`src/rtl/dotp_pkg.sv`:
```
// rtl/dotp_pkg.sv - shared sizing helpers for the dot-product pipeline
// ACCUM_EN mirrors the DOTP_ACCUM_EN build macro so widths agree everywhere.
package dotp_pkg;

  function automatic int clog2(input int v);
    int r;
    r = 0;
    for (int i = 0; i < 32; i++) begin
      if ((1 << r) < v) r++;
    end
    return r;
  endfunction

  function automatic int out_w(input int width, input int lanes, input int guard);
    return 2 * width + clog2(lanes) + guard;
  endfunction

  function automatic int tree_stages(input int lanes);
    return clog2(lanes);
  endfunction

  function automatic int latency(input int lanes);
    return 2 + clog2(lanes);
  endfunction

`ifdef DOTP_ACCUM_EN
  localparam bit ACCUM_EN = 1'b1;
`else
  localparam bit ACCUM_EN = 1'b0;
`endif

  localparam int DEF_LANES   = 4;
  localparam int DEF_STAGES  = tree_stages(DEF_LANES);
  localparam int DEF_LATENCY = latency(DEF_LANES);

endpackage

```
`src/rtl/dotp_adder_tree.sv`:
```
// rtl/dotp_adder_tree.sv - registered binary adder tree, one register per level
// All nodes are kept at the final width; a single lane collapses to a wire.
module dotp_adder_tree
  import dotp_pkg::*;
#(
  parameter int N      = 4,
  parameter int IN_W   = 32,
  parameter bit SIGNED = 1'b0
) (
  input  logic                         clk,
  input  logic                         rst,
  input  logic                         en,
  input  logic                         in_valid,
  input  logic [N*IN_W-1:0]            in_data,
  output logic                         out_valid,
  output logic [IN_W+clog2(N)-1:0]     out_data
);

  localparam int K     = clog2(N);
  localparam int OUT_W = IN_W + K;

  if (K == 0) begin : g_wire
    logic unused_k0;
    assign unused_k0 = ^{clk, rst, en};
    assign out_valid = in_valid;
    assign out_data  = in_data;
  end else begin : g_tree
    // Node storage: leaves at the bottom, then each level packed above it.
    function automatic int off(input int l);
      return (2 * N - 2 * (N >> l)) * OUT_W;
    endfunction

    logic [N*OUT_W-1:0]       leaf;
    logic [(N-1)*OUT_W-1:0]   sums;
    logic [(2*N-1)*OUT_W-1:0] all_nodes;
    logic [K-1:0]             vld_r;

    always_comb begin
      leaf = '0;
      for (int i = 0; i < N; i++) begin
        leaf[i*OUT_W +: OUT_W] = {{K{SIGNED & in_data[i*IN_W+IN_W-1]}},
                                  in_data[i*IN_W +: IN_W]};
      end
    end

    assign all_nodes = {sums, leaf};

    always_ff @(posedge clk) begin
      if (rst) begin
        vld_r <= '0;
        sums  <= '0;
      end else if (en) begin
        vld_r[0] <= in_valid;
        for (int l = 1; l < K; l++) begin
          vld_r[l] <= vld_r[l-1];
        end
        for (int l = 1; l <= K; l++) begin
          for (int i = 0; i < (N >> l); i++) begin
            sums[off(l) - N*OUT_W + i*OUT_W +: OUT_W] <=
              all_nodes[off(l-1) + (2*i)*OUT_W +: OUT_W] +
              all_nodes[off(l-1) + (2*i+1)*OUT_W +: OUT_W];
          end
        end
      end
    end

    assign out_valid = vld_r[K-1];
    assign out_data  = all_nodes[off(K) +: OUT_W];
  end

endmodule

```
`src/rtl/dot_product_pipe.sv`:
```
// rtl/dot_product_pipe.sv - pipelined LANES-wide dot product with valid/ready flow
// Define DOTP_ACCUM_EN to accumulate multi-beat vectors up to in_last.
module dot_product_pipe
  import dotp_pkg::*;
#(
  parameter int WIDTH     = 16,
  parameter int LANES     = 4,
  parameter bit SIGNED    = 1'b0,
  parameter int ACC_GUARD = 8,
  localparam int OUT_W    = out_w(WIDTH, LANES, ACCUM_EN ? ACC_GUARD : 0)
) (
  input  logic                   clk,
  input  logic                   rst,
  input  logic                   in_valid,
  output logic                   in_ready,
  input  logic                   in_last,
  input  logic [LANES*WIDTH-1:0] a,
  input  logic [LANES*WIDTH-1:0] b,
  output logic                   out_valid,
  input  logic                   out_ready,
  output logic [OUT_W-1:0]       out_data
);

  localparam int PW = 2 * WIDTH;
  localparam int K  = clog2(LANES);
  localparam int TW = PW + K;

  // One global enable; in_ready is combinational on out_ready by design.
  logic adv;
  assign adv      = !out_valid || out_ready;
  assign in_ready = adv;

  function automatic logic [PW-1:0] mul(input logic [WIDTH-1:0] x,
                                        input logic [WIDTH-1:0] y);
    logic [PW-1:0] xe;
    logic [PW-1:0] ye;
    xe = {{WIDTH{SIGNED & x[WIDTH-1]}}, x};
    ye = {{WIDTH{SIGNED & y[WIDTH-1]}}, y};
    return xe * ye;
  endfunction

  logic [LANES*PW-1:0] prod;
  logic                prod_v;

  always_ff @(posedge clk) begin
    if (rst) begin
      prod   <= '0;
      prod_v <= 1'b0;
    end else if (adv) begin
      prod_v <= in_valid;
      for (int i = 0; i < LANES; i++) begin
        prod[i*PW +: PW] <= mul(a[i*WIDTH +: WIDTH], b[i*WIDTH +: WIDTH]);
      end
    end
  end

  logic          tree_v;
  logic [TW-1:0] tree_sum;

  dotp_adder_tree #(
    .N      (LANES),
    .IN_W   (PW),
    .SIGNED (SIGNED)
  ) u_tree (
    .clk       (clk),
    .rst       (rst),
    .en        (adv),
    .in_valid  (prod_v),
    .in_data   (prod),
    .out_valid (tree_v),
    .out_data  (tree_sum)
  );

  logic [OUT_W-1:0] tree_ext;
  if (OUT_W > TW) begin : g_ext
    assign tree_ext = {{(OUT_W-TW){SIGNED & tree_sum[TW-1]}}, tree_sum};
  end else begin : g_noext
    assign tree_ext = tree_sum;
  end

`ifdef DOTP_ACCUM_EN
  // in_last rides alongside the data so it meets the tree sum at stage O.
  logic [K:0]       last_pipe;
  logic [OUT_W-1:0] acc;
  logic [OUT_W-1:0] acc_next;
  logic             first;

  always_ff @(posedge clk) begin
    if (rst) begin
      last_pipe <= '0;
    end else if (adv) begin
      last_pipe[0] <= in_last;
      for (int l = 1; l <= K; l++) begin
        last_pipe[l] <= last_pipe[l-1];
      end
    end
  end

  assign acc_next = (first ? '0 : acc) + tree_ext;

  always_ff @(posedge clk) begin
    if (rst) begin
      acc       <= '0;
      first     <= 1'b1;
      out_valid <= 1'b0;
      out_data  <= '0;
    end else if (adv) begin
      out_valid <= tree_v && last_pipe[K];
      if (tree_v) begin
        acc   <= acc_next;
        first <= last_pipe[K];
        if (last_pipe[K]) out_data <= acc_next;
      end
    end
  end
`else
  logic unused_last;
  assign unused_last = in_last;

  always_ff @(posedge clk) begin
    if (rst) begin
      out_valid <= 1'b0;
      out_data  <= '0;
    end else if (adv) begin
      out_valid <= tree_v;
      if (tree_v) out_data <= tree_ext;
    end
  end
`endif

endmodule

```
`config.mk`:
```
export PLATFORM = sky130hd
export DESIGN_NAME = dot_product_pipe
export DESIGN_NICKNAME = d
export VERILOG_FILES = /design/src/rtl/dotp_pkg.sv /design/src/rtl/dotp_adder_tree.sv /design/src/rtl/dot_product_pipe.sv
export SDC_FILE = /design/constraint.sdc
export NUM_CORES = 2
export LEC_CHECK = 0
export ABC_AREA = 1
export BUFFER_PORTS_ARGS = -buffer_cell sky130_fd_sc_hd__clkbuf_2
export CORE_ASPECT_RATIO = 1.2
export CORE_MARGIN = 3
export CORE_UTILIZATION = 55
export CTS_CLUSTER_DIAMETER = 100
export DETAILED_ROUTE_END_ITERATION = 7
export HOLD_SLACK_MARGIN = 0.1
export PLACE_DENSITY = 0.78
export SLEW_MARGIN = 25
export SYNTH_ARGS = -nofsm -noshare
export SYNTH_HDL_FRONTEND = slang
export SYNTH_SLANG_ARGS = --single-unit
```
`constraint.sdc`:
```
create_clock -name clk -period 11 [get_ports clk]
set_input_delay 1.1 -clock clk [delete_from_list [all_inputs] [get_ports clk]]
set_output_delay 1.1 -clock clk [all_outputs]
set_load 0.01 [all_outputs]
```
==> summary.md <==
| Metric | Value |
|---|---|
| Ys Warns | `0` |
| M1 wire length | `between 50,000 and 60,000 um` |
| CP Data Required Time | `~11 ns` |
| Post-synth EDFFs | `0` |
| Crit-path cells | `clkbuf_2 -> nand2_1 -> fa_1 -> fa_1 -> fa_1 -> fa_1 -> inv_1 -> fa_1 -> inv_1 -> fa_1 -> inv_1 -> ha_1 -> nand2_1 -> nand2_1 -> a21oi_1 -> nand3_1 -> nand2_1 -> nand2_1 -> nand2_1 -> nand3_1 -> nand2_1 -> inv_1` |
| TritonCTS clock tree | `done` |
| TritonCTS Buffers | `29` |
| Worst Path Max Fanout | `16` |
| Avg Cell Area, Syn | `between 6 and 7 um^2` |
| Syn-to-layout area delta | `3.93%` |
| Sequential cell area fraction in the yosys report | `under 10%` |
| Drt total wl | `about 140,000 um` |
| Clock root buffer | `clkbuf_16` |
| Post-synthesis register bit count | `266` |
| R2r startpoint | `out_valid` |
| Clk slew on worst S/H paths | `approximately 0.06 ns` |
| Hold path endpoint | `out_data[24]` |
| Later-pin clock latency in the skew report | `between 0.5 and 0.6 ns` |
| Die area | `between 100,000 and 150,000 um^2` |
| Hold Vio Cnt, Final | `0` |
| Core area | `about 100,000 um^2` |
| Nets | `~9,500` |
| CP dominant cell by count | `nand2_1` |
| Final ANT Viol Nets | `0` |
| Slowest stage delay, CP | `between 0.5 and 0.6 ns` |
| Buffers added on ports | `between 150 and 200` |
| Initial core utilization | `about 56%` |
| Setup_tns | `0 ns` |
| Hold Buf Count CTS | `0` |
| Most common cell after layout, fill and taps aside | `nand2_1` |
| First-pass iteration count of the detailed router | `8` |
| Fin crit period | `6.14 ns` |
| Clock Sinks | `266` |
| WHS Path Cells | `2` |
| GRT Total Usage | `around 28%` |
| Initial antenna violation count | `0` |
| HPWL Detailed | `~110,000 um` |
| Status | `complete, no violations` |
| Post-DR wirelength/cell | `approximately 15 um` |
| Clock tree buffer depth | `3` |
| Die height | `351 um` |
| CP Launch Type | `input pin` |
| Kind of critical path | `in -> reg` |
| DRC Markers | `0` |
| Met2 Wirelength | `71,600 um` |
| Most frequent cells in the layout | `nand2_1, inv_1, fa_1` |
| Clock skew | `between 0.015 and 0.02 ns` |
| Endpoint class of the critical path | `register` |
| Via count | `between 40,000 and 50,000` |
| Count of final setup violators | `0` |
| FMAX | `163 MHz` |
| Cells after Synth | `slightly above 8,000` |
| CP arrival | `~6.6 ns` |
| # Max-Cap Violations | `0` |
| Cell Area, Synth | `between 50,000 and 60,000 um^2` |
| Gpl congestion | `approximately 0.93` |
| H-Tree Depth | `1` |
| Die Span X | `roughly 290 um` |
| First-pass GRT wire length | `~240,000 um` |
| Met3 wire length | `a little under 8000 um` |
| Highest metal used | `met4` |
| Fin crit share | `55.8%` |
| R2R Path End | `out_data[16]` |
| Crit-path slowest cell | `fa_1` |
| RSZ-0062 raised after global routing | `false` |
| IO Count | `between 150 and 200` |
| Tightest Hold Check Type | `reg -> reg` |
| Largest net degree at the start of global routing | `between 100 and 150` |
| Worst Max-Slew Pin Slew | `approximately 0.94 ns` |
| Hold wc startpoint | `u_tree.g_tree.sums[92]` |
| Final Max Tran Viols | `0` |
| Vias in the first global route | `a little under 50,000` |
| Synth Net Count | `~9,600` |
| Synth Flop Type | `dfxtp_1` |
| Gr ovfl total | `0` |
| Via density | `approximately 5.1` |
| Rel. slew slack | `37.2%` |
| Share of cells above drive strength 1 | `around 3.4%` |
| Post-cts resize count | `0` |
| Post-CTS Setup Bufs | `0` |
| Ys async rst share | `0%` |
| R2R Setup Slk | `8.14 ns` |
| Yosys cell types | `37` |
| R2R cell count | `7` |
| FP Rows | `approximately 130` |
| Iter 0 DRT Violations | `~3,400` |
[state kept, by name, indices dropped and copies added, names as in the netlist]
| name | flops |
|---|---|
| u_tree.g_tree.sums | 100 |
| prod | 128 |
| u_tree.g_tree.vld_r | 2 |
| out_data | 34 |
| prod_v | 1 |
| out_valid | 1 |
[kinds of logic (layout without fill, tap and decap cells)]
| family | count (synthesis) | in the layout | synth area share, % |
|---|---|---|---|
| AND/OR/NAND/NOR | 3310 | 3310 | 24.0 |
| AO/OA/AOI/OAI | 565 | 565 | 5.84 |
| adder cells (fa/ha/maj) | 1292 | 1292 | 40.4 |
| buffers and inverters | 2666 | 2550 | 18.4 |
| flip-flops | 266 | 266 | 9.77 |
| XOR/XNOR | 98 | 98 | 1.57 |
| other | 0 | 1 | 0 |
[synthesized netlist by cell type, types with 6 or more instances]
library cell | n | area share [%]
nand2_1 | 2528 | 17
inv_1 | 2320 | 16
fa_1 | 779 | 29
ha_1 | 513 | 12
nor2_1 | 397 | 2.7
clkbuf_1 | 313 | 2.2
nand3_1 | 284 | 2.6
dfxtp_1 | 266 | 9.8
o21ai_0 | 264 | 2.4
a21oi_1 | 162 | 1.5
o21bai_1 | 110 | 1.5
xor2_1 | 69 | 1.1
xnor2_1 | 29 | 0.47
nand4_1 | 28 | 0.32
buf_2 | 25 | 0.23
nor3_1 | 15 | 0.14
nand3_2 | 14 | 0.26
o211ai_1 | 14 | 0.19
nand2_2 | 13 | 0.15
nor2_2 | 9 | 0.10
and2_1 | 6 | 0.069
[metal layers]
metal	global-route usage (%)	up-vias
met5	0	-
met4	9.70	0
met3	2.06	342
met2	51.7	1467
met1	33.4	22700
li1	-	23300
[per-stage QoR]
stage	util (%)	cells	hold WS [ns]	setup slack (ns)	instance area, um^2
after floorplan	-	8197	0.448	4.91	54500
after global placement	57.1	9299	0.457	4.39	55700
after detailed placement	57.1	9299	0.469	4.38	55700
after CTS	58.0	9351	0.484	4.90	56600
after global routing	58.0	9351	0.518	4.52	56700
final	58.1	9352	0.479	4.86	56700
[critical path, delay by kind of cell]
family | cells | cell delay [ns]
AOI/OAI and AO/OA | 1 | 0.22
adders and majority gates | 7 | 3.45
buffers and inverters | 5 | 0.57
and+or+nand+nor | 9 | 1.25
[final cells by class]
class | instances | area [um^2]
multi-input combinational | 5265 | 39200
clock buffer | 39 | 833
antenna | 1 | 2.50
fill | 9183 | 40900
tap | 1270 | 1590
timing repair buffer | 174 | 888
sequential | 266 | 5330
inverter | 2324 | 8740
clock inverter | 13 | 129
[worst max-delay path by stage]
stage / start / to / slack (ns)
2_1_floorplan: b[55] / prod[119] / 4.91
3_3_place_gp: a[43] / prod[94] / 4.39
3_5_place_dp: a[42] / prod[94] / 4.38
4_1_cts: a[42] / prod[94] / 4.90
5_1_grt: a[40] / prod[94] / 4.52
6_report: a[42] / prod[94] / 4.86
Power is left out: the tool's default activity adds up to more than one toggle a clock period on the data nets, which glitch-free logic cannot reach.
